$ cat config.mk
export PLATFORM = sky130hd
export DESIGN_NAME = alu_arbiter
export DESIGN_NICKNAME = d
export VERILOG_FILES = /design/src/rtl/alu_arbiter.sv
export SDC_FILE = /design/constraint.sdc
export NUM_CORES = 1
export LEC_CHECK = 0
export ABC_AREA = 1
export BUFFER_PORTS_ARGS = -buffer_cell sky130_fd_sc_hd__buf_2
export CAP_MARGIN = 20
export CELL_PAD_IN_SITES_DETAIL_PLACEMENT = 1
export CELL_PAD_IN_SITES_GLOBAL_PLACEMENT = 1
export CORE_ASPECT_RATIO = 1.25
export CORE_UTILIZATION = 29
export CTS_CLUSTER_DIAMETER = 80
export DETAILED_ROUTE_END_ITERATION = 10
export GPL_ROUTABILITY_DRIVEN = 0
export PLACE_DENSITY = 0.85
export REMOVE_ABC_BUFFERS = 1
export SYNTH_ARGS = -nofsm -noshare
export SYNTH_HDL_FRONTEND = slang
export SYNTH_SLANG_ARGS = --single-unit
$ cat constraint.sdc
create_clock -name clk_i -period 1.49 [get_ports clk_i]
set_input_delay 0.149 -clock clk_i [delete_from_list [all_inputs] [get_ports clk_i]]
set_output_delay 0.149 -clock clk_i [all_outputs]
set_load 0.005 [all_outputs]
$ cat src/rtl/alu_arbiter.sv
// -----------------------------------------------------------------------------
// alu_arbiter
//
// Shares one combinational ALU between two requesters. A request is granted in
// IDLE, its operands are presented to the ALU for one EXEC cycle, and the
// captured result is held in RESP until the consumer takes it.
//
// Handshake semantics (request side and response side alike): a transfer
// happens on a rising clk_i edge where valid and ready are both high. A source
// holding valid keeps its payload stable until that edge. Ready may depend
// combinationally on valid (ReqNReady_o does). Valid never depends on ready.
//
// Ports
//   clk_i, rst_i               clock, synchronous active-high reset
//   Req{0,1}Valid_i/Ready_o    request handshake per requester
//   Req{0,1}SrcA_i/SrcB_i      operands per requester (DATA_WIDTH)
//   Req{0,1}Ctrl_i             3-bit ALU control per requester
//   AluSrcA_o/AluSrcB_o        operands to the shared ALU (registered)
//   AluControl_o               control code to the shared ALU (registered)
//   AluResult_i/AluZero_i      combinational ALU outputs
//   RspValid_o/RspReady_i      response handshake
//   RspResult_o/RspZero_o      captured ALU outputs
//   RspId_o                    id of the requester that was served
//   dbg_state                  current FSM state (0 IDLE, 1 EXEC, 2 RESP)
// -----------------------------------------------------------------------------
module alu_arbiter #(
  parameter int DATA_WIDTH = 32
) (
  input  logic                  clk_i,
  input  logic                  rst_i,
  input  logic                  Req0Valid_i,
  input  logic                  Req1Valid_i,
  output logic                  Req0Ready_o,
  output logic                  Req1Ready_o,
  input  logic [DATA_WIDTH-1:0] Req0SrcA_i,
  input  logic [DATA_WIDTH-1:0] Req0SrcB_i,
  input  logic [DATA_WIDTH-1:0] Req1SrcA_i,
  input  logic [DATA_WIDTH-1:0] Req1SrcB_i,
  input  logic [2:0]            Req0Ctrl_i,
  input  logic [2:0]            Req1Ctrl_i,
  output logic [DATA_WIDTH-1:0] AluSrcA_o,
  output logic [DATA_WIDTH-1:0] AluSrcB_o,
  output logic [2:0]            AluControl_o,
  input  logic [DATA_WIDTH-1:0] AluResult_i,
  input  logic                  AluZero_i,
  output logic                  RspValid_o,
  input  logic                  RspReady_i,
  output logic [DATA_WIDTH-1:0] RspResult_o,
  output logic                  RspZero_o,
  output logic                  RspId_o,
  output logic [1:0]            dbg_state
);

  typedef enum logic [1:0] {
    IDLE = 2'd0,
    EXEC = 2'd1,
    RESP = 2'd2
  } state_t;

  state_t                state_q, state_d;
  logic                  rr_ptr_q;   // preferred requester when both are valid
  logic [DATA_WIDTH-1:0] op_a_q, op_b_q;
  logic [2:0]            op_ctrl_q;
  logic                  op_id_q;
  logic [DATA_WIDTH-1:0] rsp_result_q;
  logic                  rsp_zero_q;
  logic                  rsp_id_q;

  logic grant0, grant1;
  logic rsp_done;

  // Grant logic: a lone valid requester always wins; on contention the
  // round-robin pointer decides. Only meaningful in IDLE.
  always_comb begin
    grant0 = 1'b0;
    grant1 = 1'b0;
    if (state_q == IDLE) begin
      grant0 = Req0Valid_i && (!Req1Valid_i || !rr_ptr_q);
      grant1 = Req1Valid_i && (!Req0Valid_i ||  rr_ptr_q);
    end
  end

  assign rsp_done = (state_q == RESP) && RspReady_i;

  always_comb begin
    state_d = state_q;
    case (state_q)
      IDLE:    if (grant0 || grant1) state_d = EXEC;
      EXEC:    state_d = RESP;
      RESP:    if (RspReady_i) state_d = IDLE;
      default: state_d = IDLE;
    endcase
  end

  always_ff @(posedge clk_i) begin
    if (rst_i) begin
      state_q      <= IDLE;
      rr_ptr_q     <= 1'b0;
      op_a_q       <= '0;
      op_b_q       <= '0;
      op_ctrl_q    <= 3'b000;
      op_id_q      <= 1'b0;
      rsp_result_q <= '0;
      rsp_zero_q   <= 1'b0;
      rsp_id_q     <= 1'b0;
    end else begin
      state_q <= state_d;
      if (grant0) begin
        op_a_q    <= Req0SrcA_i;
        op_b_q    <= Req0SrcB_i;
        op_ctrl_q <= Req0Ctrl_i;
        op_id_q   <= 1'b0;
      end else if (grant1) begin
        op_a_q    <= Req1SrcA_i;
        op_b_q    <= Req1SrcB_i;
        op_ctrl_q <= Req1Ctrl_i;
        op_id_q   <= 1'b1;
      end
      if (state_q == EXEC) begin
        rsp_result_q <= AluResult_i;
        rsp_zero_q   <= AluZero_i;
        rsp_id_q     <= op_id_q;
      end
      // Pointer moves only once the response has actually been consumed, so
      // an operation lost to reset does not affect fairness.
      if (rsp_done) rr_ptr_q <= ~rsp_id_q;
    end
  end

  assign Req0Ready_o  = grant0;
  assign Req1Ready_o  = grant1;
  assign AluSrcA_o    = op_a_q;
  assign AluSrcB_o    = op_b_q;
  assign AluControl_o = op_ctrl_q;
  assign RspValid_o   = (state_q == RESP);
  assign RspResult_o  = rsp_result_q;
  assign RspZero_o    = rsp_zero_q;
  assign RspId_o      = rsp_id_q;
  assign dbg_state    = state_q;

endmodule
==> run_summary.xml, run 1 <==
<?xml version="1.0" encoding="UTF-8"?>
<metrics>
  <group name="outcome">
    <metric name="status" unit="">completed</metric>
  </group>
  <group name="grt">
    <metric name="globalRouteTotalUtil" unit="%">21.7</metric>
    <metric name="grt_pass1_vias" unit="">5785</metric>
    <metric name="antenna_found_initial" unit="">0</metric>
    <metric name="grt_start_max_net_pins" unit="">64</metric>
    <metric name="grt_pass1_wl" unit="mm">30.2</metric>
    <metric name="globalRouteOverflowTotal" unit="">0</metric>
  </group>
  <group name="hold_path">
    <metric name="holdCritStartpoint" unit="">AluZero_i</metric>
    <metric name="worst_hold_path_type" unit="">input port to flop</metric>
  </group>
  <group name="logic_synthesis">
    <metric name="postSynthCellCount" unit="">761</metric>
    <metric name="synth-edff-count" unit="">0</metric>
    <metric name="post-synth-top-count-cell" unit="">sky130_fd_sc_hd__nand2_1</metric>
    <metric name="yosysUniqueCellTypes" unit="">18</metric>
    <metric name="synthesis.area" unit="sq mm">0.00502</metric>
    <metric name="sequential_cell_area_fraction_in_the_yosys_report" unit="%">41.8</metric>
    <metric name="dominantRegCellSynth" unit="">sky130_fd_sc_hd__dfxtp_1</metric>
    <metric name="synth-warning-count" unit="">0</metric>
    <metric name="synth_common_cells" unit="">208 x sky130_fd_sc_hd__nand2_1, 139 x sky130_fd_sc_hd__inv_1, 105 x sky130_fd_sc_hd__dfxtp_1</metric>
    <metric name="synth_top_cells_by_area" unit="">sky130_fd_sc_hd__dfxtp_1 42%, sky130_fd_sc_hd__nand2_1 16%, sky130_fd_sc_hd__inv_1 10%, sky130_fd_sc_hd__a21oi_1 10%, sky130_fd_sc_hd__nand4_1 8.3%</metric>
    <metric name="netlist.top_cell.by_area" unit="">sky130_fd_sc_hd__dfxtp_1</metric>
    <metric name="async_reset_ff_share" unit="%">0</metric>
    <metric name="synth-seq-cells" unit="">105</metric>
    <metric name="netlist.area_leader.share" unit="%">41.8</metric>
    <metric name="synth_area_per_cell" unit="sq um">6.60</metric>
  </group>
  <group name="floorplanning">
    <metric name="dieHeight" unit="um">149</metric>
    <metric name="fp.dieW" unit="um">120</metric>
    <metric name="rows" unit="">53</metric>
    <metric name="i_o_pins" unit="">278</metric>
    <metric name="die_area" unit="sq mm">0.0179</metric>
    <metric name="start_util" unit="%">29.7</metric>
    <metric name="core" unit="sq mm">0.0169</metric>
  </group>
  <group name="setup_path">
    <metric name="timing.critical_path.fanout_max" unit="">5</metric>
    <metric name="worst_ep_required_time" unit="ns">1.34</metric>
    <metric name="setup.worst_path.class" unit="">flop to primary output</metric>
    <metric name="r2r_start" unit="">dbg_state[1]</metric>
    <metric name="critPathLaunch" unit="">dbg_state[1]</metric>
    <metric name="worstSetupStartpointType" unit="">flop</metric>
    <metric name="arrival" unit="ns">1.31</metric>
    <metric name="end_kind" unit="">primary output</metric>
    <metric name="worst_path_largest_cell_delay" unit="ns">0.36</metric>
    <metric name="critical_path.cell_chain" unit="">nor2_4 -&gt; nand3_4 -&gt; buf_12 -&gt; clkinv_8 -&gt; buf_6</metric>
    <metric name="cpMaxStageDelayCell" unit="">sky130_fd_sc_hd__dfxtp_4</metric>
  </group>
  <group name="sta">
    <metric name="max-slew-margin-rel" unit="%">75.9</metric>
    <metric name="setup_violations" unit="">0</metric>
    <metric name="period_minus_slack" unit="ns">1.46</metric>
    <metric name="timing.final.crit_share" unit="%">97.8</metric>
    <metric name="worst_clock_skew" unit="ns">0.00741</metric>
    <metric name="fmaxAchievable" unit="GHz">0.686</metric>
    <metric name="final-hold-violation-count" unit="">0</metric>
    <metric name="grt_setup_unrepaired" unit="">true</metric>
    <metric name="worst_pin_slew" unit="ns">0.361</metric>
    <metric name="post-route-worst-setup-slack" unit="ns">0.0331</metric>
    <metric name="drv_slew" unit="">0</metric>
  </group>
  <group name="cells_and_area">
    <metric name="growth_of_design_area_from_synthesis_to_finish" unit="%">47.0</metric>
    <metric name="final_nets" unit="">1196</metric>
    <metric name="postLayoutCellArea" unit="sq mm">0.00738</metric>
    <metric name="postLayoutCoreUtil" unit="%">43.7</metric>
    <metric name="antennaDiodeCount" unit="">0</metric>
    <metric name="final.fill_count" unit="">2279</metric>
    <metric name="drive_gt1_share" unit="%">34.0</metric>
  </group>
  <group name="route">
    <metric name="vias_per_cell" unit="">4.84</metric>
    <metric name="drtAntennaViolNets" unit="">0</metric>
    <metric name="detail_route.wl_per_cell" unit="um">16.3</metric>
    <metric name="via_count" unit="">6050</metric>
    <metric name="first_iter_violations" unit="">180</metric>
    <metric name="drc_errors" unit="">0</metric>
    <metric name="initial_drt_pass_iterations" unit="">4</metric>
    <metric name="detail_route.wirelength" unit="mm">20.3</metric>
  </group>
  <group name="run">
    <metric name="max_cap_violations" unit="">0</metric>
  </group>
  <group name="placement">
    <metric name="placed_area" unit="sq mm">0.00668</metric>
    <metric name="place_hpwl" unit="mm">13.7</metric>
    <metric name="placement.setup.worst_slack" unit="ns">0.140</metric>
    <metric name="port-buffer-count" unit="">277</metric>
  </group>
  <group name="power">
    <metric name="vdd.ir_drop.worst" unit="mV">0.492</metric>
    <metric name="cellPowerDensity" unit="mW/mm^2">1120</metric>
    <metric name="total_power" unit="mW">8.24</metric>
    <metric name="leakage" unit="nW">4.07</metric>
  </group>
  <group name="cts">
    <metric name="cts_made_buffers" unit="">9</metric>
    <metric name="clkSinkCount" unit="">105</metric>
    <metric name="clockBufferDepth" unit="">2</metric>
    <metric name="clock_tree_from_tritoncts" unit="">built</metric>
    <metric name="clk_root_buffer_cell" unit="">sky130_fd_sc_hd__clkbuf_16</metric>
    <metric name="htreeDepth" unit="">3</metric>
    <metric name="clk-insertion-delay-late" unit="ns">0.35</metric>
    <metric name="clock_transition_at_path_regs" unit="ns">0.07</metric>
  </group>
</metrics>
-- metrics by stage --
step	cells	hold slack, ns	setup TNS [ns]
after floorplan	700	0.218	-119.74
after global placement	1217	0.401	0
after detailed placement	1217	0.407	0
after CTS	1242	0.0222	0
after global routing	1249	0.0409	-0.514
final	1249	0.0364	0
-- worst paths after layout --
check,end,slack [ns],cells after the start
worst max-delay path,Req0Ready_o,0.03,5
worst min-delay path,RspZero_o,0.04,3
worst max register to register,AluControl_o[2],0.04,8
worst min register to register,RspResult_o[16],0.46,2
-- cells by family (layout without fill, tap and decap cells) --
family / after synthesis / count (layout) / synth area share [%]
AOI/OAI and AO/OA: 105 / 105 / 10.7
buffers and inverters: 202 / 470 / 16.0
DFF: 105 / 105 / 41.8
and+or+nand+nor: 349 / 349 / 31.4
-- sequential cells by signal, indices dropped and copies added, names as in the netlist --
signal and cells:
RspId_o 1, AluSrcA_o 32, rr_ptr_q 1, op_id_q 1, AluControl_o 3, dbg_state 2, AluSrcB_o 32, RspZero_o 1
RspResult_o 32
-- placed cells by master (no fill, tap or decap), types with 2 or more instances in the layout --
master,count
sky130_fd_sc_hd__buf_2,274
sky130_fd_sc_hd__nand2_1,202
sky130_fd_sc_hd__buf_6,6
sky130_fd_sc_hd__nand4_1,67
sky130_fd_sc_hd__clkbuf_16,14
sky130_fd_sc_hd__buf_16,2
sky130_fd_sc_hd__inv_1,137
sky130_fd_sc_hd__dfxtp_1,103
sky130_fd_sc_hd__nor2_1,3
sky130_fd_sc_hd__nand3_1,65
sky130_fd_sc_hd__bufinv_16,2
sky130_fd_sc_hd__dfxtp_4,2
sky130_fd_sc_hd__a21oi_2,3
sky130_fd_sc_hd__inv_6,3
sky130_fd_sc_hd__buf_4,14
sky130_fd_sc_hd__buf_12,10
sky130_fd_sc_hd__nand2_2,6
sky130_fd_sc_hd__nand3_2,3
sky130_fd_sc_hd__clkinv_2,2
sky130_fd_sc_hd__a21oi_1,100
-- repair_timing --
action | 4_1_cts | 5_1_grt
pin swaps | 2 | 3
gates cloned | 2 | 6
setup endpoints to repair | 2 | 68
hold buffers | 0 | 0
resized for setup | 11 | 27
buffers inserted | 7 | 1
-- power breakdown --
part,internal (mW),leakage (nW),switching (mW)
Sequential,3.11,0.868,0.152
Clock,1.49,0.157,1.14
Combinational,1.06,3.05,1.29
-- routing by layer --
metal / track usage, % / wire [um] / vias to the layer above
li1: - / - / 2945
met1: 24.6 / 8260 / 2877
met2: 39.7 / 10400 / 210
met3: 5.54 / 1400 / 18
met4: 6.75 / 244 / 0
met5: 0 / 0 / -
-- cell type report --
cell class | count | area, sq um | share of cell area, %
clock inverter | 7 | 98.8 | 1.34
clock buffer | 9 | 225 | 3.05
timing repair buffer | 312 | 1960 | 26.5
sequential | 105 | 2110 | 28.6
multi-input combinational | 454 | 2170 | 29.3
tap | 220 | 275 | 3.73
inverter | 141 | 547 | 7.40
timing repair inverter | 1 | 5.00 | 0.0678
-- critical path, delay by kind of cell (launching register included) --
kind | cells | cell delay (ns)
buffers and inverters | 3 | 0.28
AND/OR/NAND/NOR | 2 | 0.33
flip-flops | 1 | 0.36
No activity file was read; power rests on OpenSTA's default activity.
==> inputs of run 2 (changes only) <==
==> constraint.sdc (replaced) <==
create_clock -name clk_i -period 1.6 [get_ports clk_i]
set_input_delay 0.16 -clock clk_i [delete_from_list [all_inputs] [get_ports clk_i]]
set_output_delay 0.16 -clock clk_i [all_outputs]
set_load 0.005 [all_outputs]
==> run 2 against run 1 <==
Flip-flop and latch count unchanged. Worst hold slack gained 0.013 ns. First-iteration DRC count up 30%. Global-route usage fell by 0.84 points. Sequential share of layout area is 1.0 points higher. Critical endpoint is now Req1Ready_o. Die area is the same.
==> run_summary.xml, run 2 (synthesized netlist as in run 1, its figures left out) <==
<?xml version="1.0" encoding="UTF-8"?>
<metrics>
  <group name="setup_path">
    <metric name="critical_path.cell_chain" unit="">nor2_4 -&gt; buf_12 -&gt; nand3_1 -&gt; inv_1 -&gt; buf_2</metric>
    <metric name="cpLargestDelayFamily" unit="">buffers and inverters</metric>
    <metric name="timing.critical_path.fanout_max" unit="">13</metric>
    <metric name="arrival" unit="ns">1.35</metric>
    <metric name="critPathLaunch" unit="">dbg_state[1]</metric>
    <metric name="worstSetupPathDepth" unit="">5</metric>
    <metric name="end_kind" unit="">primary output</metric>
    <metric name="ff2ff_path_depth" unit="">8</metric>
    <metric name="r2r_start" unit="">dbg_state[1]</metric>
    <metric name="critical_path.endpoint" unit="">Req1Ready_o</metric>
    <metric name="worstSetupStartpointType" unit="">flop</metric>
    <metric name="worst_ep_required_time" unit="ns">1.44</metric>
    <metric name="worst_path_largest_cell_delay" unit="ns">0.34</metric>
    <metric name="critPathBufInv" unit="">3</metric>
    <metric name="reg2reg_setup_slack" unit="ns">0.10</metric>
    <metric name="setup.worst_path.class" unit="">flop to primary output</metric>
    <metric name="timing.rr.end" unit="">AluSrcA_o[24]</metric>
    <metric name="cpMaxStageDelayCell" unit="">sky130_fd_sc_hd__dfxtp_2</metric>
  </group>
  <group name="route">
    <metric name="vias_per_cell" unit="">4.74</metric>
    <metric name="detail_route.wirelength" unit="mm">18.7</metric>
    <metric name="first_iter_violations" unit="">234</metric>
    <metric name="via_count" unit="">5856</metric>
    <metric name="initial_drt_pass_iterations" unit="">4</metric>
    <metric name="drc_errors" unit="">0</metric>
    <metric name="drtAntennaViolNets" unit="">0</metric>
    <metric name="detail_route.wl_per_cell" unit="um">15.2</metric>
  </group>
  <group name="run">
    <metric name="max_cap_violations" unit="">0</metric>
  </group>
  <group name="sta">
    <metric name="timing.final.crit_share" unit="%">94.4</metric>
    <metric name="final-hold-violation-count" unit="">0</metric>
    <metric name="setup_violations" unit="">0</metric>
    <metric name="max-slew-margin-rel" unit="%">74.2</metric>
    <metric name="worst_pin_slew" unit="ns">0.387</metric>
    <metric name="fmaxAchievable" unit="GHz">0.662</metric>
    <metric name="grt_setup_unrepaired" unit="">false</metric>
    <metric name="drv_slew" unit="">0</metric>
    <metric name="period_minus_slack" unit="ns">1.51</metric>
    <metric name="worst_hold_slack" unit="ns">0.0497</metric>
    <metric name="worst_clock_skew" unit="ns">0.00976</metric>
  </group>
  <group name="floorplanning">
    <metric name="fp.dieW" unit="um">120</metric>
    <metric name="dieHeight" unit="um">149</metric>
    <metric name="die_area" unit="sq mm">0.0179</metric>
    <metric name="rows" unit="">53</metric>
    <metric name="start_util" unit="%">29.7</metric>
    <metric name="core" unit="sq mm">0.0169</metric>
    <metric name="i_o_pins" unit="">278</metric>
  </group>
  <group name="cells_and_area">
    <metric name="multi_input_area" unit="sq mm">0.00213</metric>
    <metric name="growth_of_design_area_from_synthesis_to_finish" unit="%">41.6</metric>
    <metric name="mostFrequentLayoutCells" unit="">276 x sky130_fd_sc_hd__buf_2, 207 x sky130_fd_sc_hd__nand2_1, 139 x sky130_fd_sc_hd__inv_1, 103 x sky130_fd_sc_hd__dfxtp_1, 103 x sky130_fd_sc_hd__a21oi_1</metric>
    <metric name="mostFrequentLayoutCell" unit="">sky130_fd_sc_hd__buf_2</metric>
    <metric name="final.fill_count" unit="">2246</metric>
    <metric name="sequential_cell_area" unit="sq mm">0.00210</metric>
    <metric name="final_nets" unit="">1182</metric>
    <metric name="drive_gt1_share" unit="%">31.8</metric>
  </group>
  <group name="power">
    <metric name="leakage" unit="nW">3.96</metric>
    <metric name="cellPowerDensity" unit="mW/mm^2">1040</metric>
    <metric name="total_power" unit="mW">7.42</metric>
    <metric name="vdd.ir_drop.worst" unit="mV">0.452</metric>
  </group>
  <group name="hold_path">
    <metric name="worst_hold_path_type" unit="">input port to flop</metric>
    <metric name="holdCritStartpoint" unit="">AluZero_i</metric>
  </group>
  <group name="cts">
    <metric name="holdBufCountCts" unit="">0</metric>
    <metric name="clkSinkCount" unit="">105</metric>
    <metric name="cts_made_buffers" unit="">9</metric>
    <metric name="clk-insertion-delay-late" unit="ns">0.35</metric>
    <metric name="clock_tree_from_tritoncts" unit="">built</metric>
    <metric name="clk_root_buffer_cell" unit="">sky130_fd_sc_hd__clkbuf_16</metric>
    <metric name="htreeDepth" unit="">3</metric>
    <metric name="clock_transition_at_path_regs" unit="ns">0.08</metric>
    <metric name="clockBufferDepth" unit="">2</metric>
  </group>
  <group name="placement">
    <metric name="place_hpwl" unit="mm">13.2</metric>
    <metric name="port-buffer-count" unit="">277</metric>
  </group>
  <group name="grt">
    <metric name="globalRouteTotalUtil" unit="%">20.9</metric>
    <metric name="grt_start_max_net_pins" unit="">69</metric>
    <metric name="antenna_found_initial" unit="">1</metric>
    <metric name="globalRouteOverflowTotal" unit="">0</metric>
    <metric name="grt_pass1_vias" unit="">5862</metric>
    <metric name="grt_pass1_wl" unit="mm">29.3</metric>
  </group>
  <group name="outcome">
    <metric name="status" unit="">completed</metric>
  </group>
</metrics>
## run 2: cell type report
type | count | area share (%)
multi-input combinational | 454 | 29.9
tap | 220 | 3.87
inverter | 141 | 7.44
sequential | 105 | 29.6
antenna | 1 | 0.0352
timing repair buffer | 299 | 24.7
clock buffer | 9 | 3.17
clock inverter | 6 | 1.27
## run 2: stage by stage
stage	setup WS [ns]	util [%]	TNS (ns)	instances	instance area, sq um
6_report	0.0900	42.1	0	1235	7110
5_1_grt	0.00868	42.1	0	1234	7110
4_1_cts	0.000888	41.8	0	1231	7070
3_5_place_dp	0.224	39.5	0	1212	6680
3_3_place_gp	0.265	39.5	0	1212	6680
2_1_floorplan	-1.32	-	-108.25	700	4750
## run 2: worst min-delay path by stage
stage	endpoint	slack [ns]	depth (start not counted)
finish	RspZero_o	0.05	3
global route	RspResult_o[16]	0.05	3
CTS	RspResult_o[7]	0.04	3
detailed placement	RspResult_o[7]	0.42	3
global placement	RspResult_o[31]	0.41	3
floorplan	RspId_o	0.23	1
## run 2: layer usage
layer	global-route usage, %	up-vias	routed length (um)
met1	22.2	2708	7380
met2	39.2	220	9620
met3	5.62	23	1380
met4	7.44	0	356
met5	0	-	0
li1	-	2905	-
## run 2: power by group
group | total [mW] | switching (mW) | internal (mW)
registers | 3.03 | 0.136 | 2.90
logic | 1.96 | 1.11 | 0.856
clock network | 2.42 | 1.05 | 1.37
total | 7.42 | 2.29 | 5.13
## run 2: what timing repair did
action,CTS,global route
setup buffers,3,2
gates cloned,1,1
endpoints found under the setup margin,2,11
resized for setup,4,2
pin swaps,2,1
## run 2: worst min-delay path: cells and delay by family
kind                   cells  cell delay, ns
buffers and inverters      1            0.10
AO/OA/AOI/OAI              1            0.05
AND/OR/NAND/NOR            1            0.05
==> inputs of run 3 (changes only) <==
--- a/config.mk
+++ b/config.mk
@@ -7,15 +7,16 @@
 export LEC_CHECK = 0
 export ABC_AREA = 1
 export BUFFER_PORTS_ARGS = -buffer_cell sky130_fd_sc_hd__buf_2
-export CAP_MARGIN = 20
 export CELL_PAD_IN_SITES_DETAIL_PLACEMENT = 1
 export CELL_PAD_IN_SITES_GLOBAL_PLACEMENT = 1
 export CORE_ASPECT_RATIO = 1.25
 export CORE_UTILIZATION = 29
 export CTS_CLUSTER_DIAMETER = 80
+export CTS_CLUSTER_SIZE = 40
 export DETAILED_ROUTE_END_ITERATION = 10
 export GPL_ROUTABILITY_DRIVEN = 0
 export PLACE_DENSITY = 0.85
+export RECOVER_POWER = 25
 export REMOVE_ABC_BUFFERS = 1
 export SYNTH_ARGS = -nofsm -noshare
 export SYNTH_HDL_FRONTEND = slang
==> run 3 against run 2 <==
Cell count did not move. Flip-flop and latch count stayed put. Largest cell class unchanged. Highest routed layer unchanged. Via count is essentially flat.
==> run_summary.xml, run 3 (synthesized netlist as in run 1, its figures left out) <==
<?xml version="1.0" encoding="UTF-8"?>
<metrics>
  <group name="route">
    <metric name="initial_drt_pass_iterations" unit="">4</metric>
    <metric name="drc_errors" unit="">0</metric>
    <metric name="via_count" unit="">5859</metric>
    <metric name="drtAntennaViolNets" unit="">0</metric>
    <metric name="vias_per_cell" unit="">4.74</metric>
    <metric name="detail_route.wl_per_cell" unit="um">15.2</metric>
    <metric name="first_iter_violations" unit="">232</metric>
    <metric name="detail_route.wirelength" unit="mm">18.8</metric>
  </group>
  <group name="placement">
    <metric name="place_hpwl" unit="mm">13.2</metric>
    <metric name="placed_area" unit="sq mm">0.00668</metric>
    <metric name="port-buffer-count" unit="">277</metric>
    <metric name="placement.setup.worst_slack" unit="ns">0.224</metric>
  </group>
  <group name="grt">
    <metric name="globalRouteTotalUtil" unit="%">20.9</metric>
    <metric name="grt_start_max_net_pins" unit="">69</metric>
    <metric name="antenna_found_initial" unit="">1</metric>
    <metric name="grt_pass1_wl" unit="mm">29.3</metric>
    <metric name="globalRouteOverflowTotal" unit="">0</metric>
    <metric name="grt_pass1_vias" unit="">5862</metric>
  </group>
  <group name="sta">
    <metric name="worst_hold_slack" unit="ns">0.0500</metric>
    <metric name="worst_clock_skew" unit="ns">0.00963</metric>
    <metric name="period_minus_slack" unit="ns">1.51</metric>
    <metric name="grt_setup_unrepaired" unit="">false</metric>
    <metric name="post-route-worst-setup-slack" unit="ns">0.0890</metric>
    <metric name="final-hold-violation-count" unit="">0</metric>
    <metric name="worst_pin_slew" unit="ns">0.383</metric>
    <metric name="timing.final.crit_share" unit="%">94.4</metric>
    <metric name="max-slew-margin-rel" unit="%">74.4</metric>
    <metric name="fmaxAchievable" unit="GHz">0.662</metric>
    <metric name="setup_violations" unit="">0</metric>
    <metric name="drv_slew" unit="">0</metric>
  </group>
  <group name="setup_path">
    <metric name="worst_ep_required_time" unit="ns">1.44</metric>
    <metric name="worstSetupStartpointType" unit="">flop</metric>
    <metric name="ff2ff_path_depth" unit="">8</metric>
    <metric name="arrival" unit="ns">1.35</metric>
    <metric name="setup.worst_path.class" unit="">flop to primary output</metric>
    <metric name="timing.critical_path.fanout_max" unit="">13</metric>
    <metric name="reg2reg_setup_slack" unit="ns">0.09</metric>
    <metric name="end_kind" unit="">primary output</metric>
  </group>
  <group name="cts">
    <metric name="clk-insertion-delay-late" unit="ns">0.35</metric>
    <metric name="htreeDepth" unit="">3</metric>
    <metric name="clock_transition_at_path_regs" unit="ns">0.08</metric>
    <metric name="clockBufferDepth" unit="">2</metric>
    <metric name="cts_made_buffers" unit="">9</metric>
    <metric name="clk_root_buffer_cell" unit="">sky130_fd_sc_hd__clkbuf_16</metric>
    <metric name="clock_tree_from_tritoncts" unit="">built</metric>
    <metric name="clkSinkCount" unit="">105</metric>
  </group>
  <group name="cells_and_area">
    <metric name="mostFrequentLayoutCell" unit="">sky130_fd_sc_hd__buf_2</metric>
    <metric name="mostFrequentLayoutCells" unit="">244 x sky130_fd_sc_hd__buf_2, 207 x sky130_fd_sc_hd__nand2_1, 139 x sky130_fd_sc_hd__inv_1, 103 x sky130_fd_sc_hd__dfxtp_1, 103 x sky130_fd_sc_hd__a21oi_1</metric>
    <metric name="growth_of_design_area_from_synthesis_to_finish" unit="%">40.8</metric>
    <metric name="postLayoutCoreUtil" unit="%">41.8</metric>
    <metric name="drive_gt1_share" unit="%">28.6</metric>
    <metric name="postLayoutCellArea" unit="sq mm">0.00707</metric>
    <metric name="final.fill_count" unit="">2253</metric>
    <metric name="final_nets" unit="">1182</metric>
  </group>
  <group name="floorplanning">
    <metric name="start_util" unit="%">29.7</metric>
    <metric name="rows" unit="">53</metric>
    <metric name="die_area" unit="sq mm">0.0179</metric>
    <metric name="dieHeight" unit="um">149</metric>
    <metric name="fp.dieW" unit="um">120</metric>
    <metric name="core" unit="sq mm">0.0169</metric>
    <metric name="i_o_pins" unit="">278</metric>
  </group>
  <group name="power">
    <metric name="cellPowerDensity" unit="mW/mm^2">1050</metric>
    <metric name="total_power" unit="mW">7.40</metric>
    <metric name="vdd.ir_drop.worst" unit="mV">0.452</metric>
    <metric name="leakage" unit="nW">3.83</metric>
  </group>
  <group name="run">
    <metric name="max_cap_violations" unit="">0</metric>
  </group>
  <group name="outcome">
    <metric name="status" unit="">completed</metric>
  </group>
  <group name="hold_path">
    <metric name="holdPathStages" unit="">3</metric>
    <metric name="worst_hold_path_type" unit="">input port to flop</metric>
  </group>
</metrics>
## run 3: cell count changes in the layout (fill, tap and decap cells not counted), sizes merged
| cell | change |
|---|---|
| clkbuf | +32 |
| buf | -32 |
## run 3: path summary, 6_finish.rpt
path | start | endpoint
max reg2reg | dbg_state[1] | AluSrcA_o[24]
max | dbg_state[1] | Req1Ready_o
min reg2reg | RspZero_o | RspZero_o
min | AluZero_i | RspZero_o
## run 3: final cells by class
cell class,count,area [sq um],share of cell area [%]
clock inverter,6,90.1,1.27
antenna,1,2.50,0.0354
multi-input combinational,454,2130,30.1
sequential,105,2100,29.7
clock buffer,9,225,3.18
inverter,141,529,7.48
timing repair buffer,299,1720,24.3
tap,220,275,3.89
## run 3: what timing repair did
item | in CTS | in global routing
hold buffers | 0 | 0
endpoints found under the hold margin | 0 | 0
endpoints found under the setup margin | 2 | 11
pin swaps | 2 | 1
buffers inserted | 3 | 2
gates cloned | 1 | 1
gates resized for setup | 4 | 2
## run 3: worst max-delay path, stage by stage, from the launching register on
cell,delay [ns]
sky130_fd_sc_hd__dfxtp_2,0.34
sky130_fd_sc_hd__nor2_4,0.21
sky130_fd_sc_hd__buf_12,0.17
sky130_fd_sc_hd__nand3_1,0.09
sky130_fd_sc_hd__inv_1,0.07
sky130_fd_sc_hd__buf_2,0.11
## run 3: where the power goes
part           switching, mW  total, mW  internal [mW]
registers              0.139       3.04           2.90
clock network           1.05       2.42           1.37
logic                   1.11       1.94          0.835
total                   2.29       7.40           5.11
## run 3: per-stage QoR
stage	setup TNS [ns]	std cells
final	0	1235
after CTS	0	1231
after global routing	0	1234
after global placement	0	1212
after floorplan	-108.25	700
after detailed placement	0	1212
## run 3: metal layers
| layer | global-route usage [%] | part of all wire (%) |
|---|---|---|
| met3 | 5.62 | 7.1 |
| met5 | 0 | 0 |
| met2 | 39.2 | 51 |
| met4 | 7.44 | 1.9 |
| met1 | 22.2 | 40 |
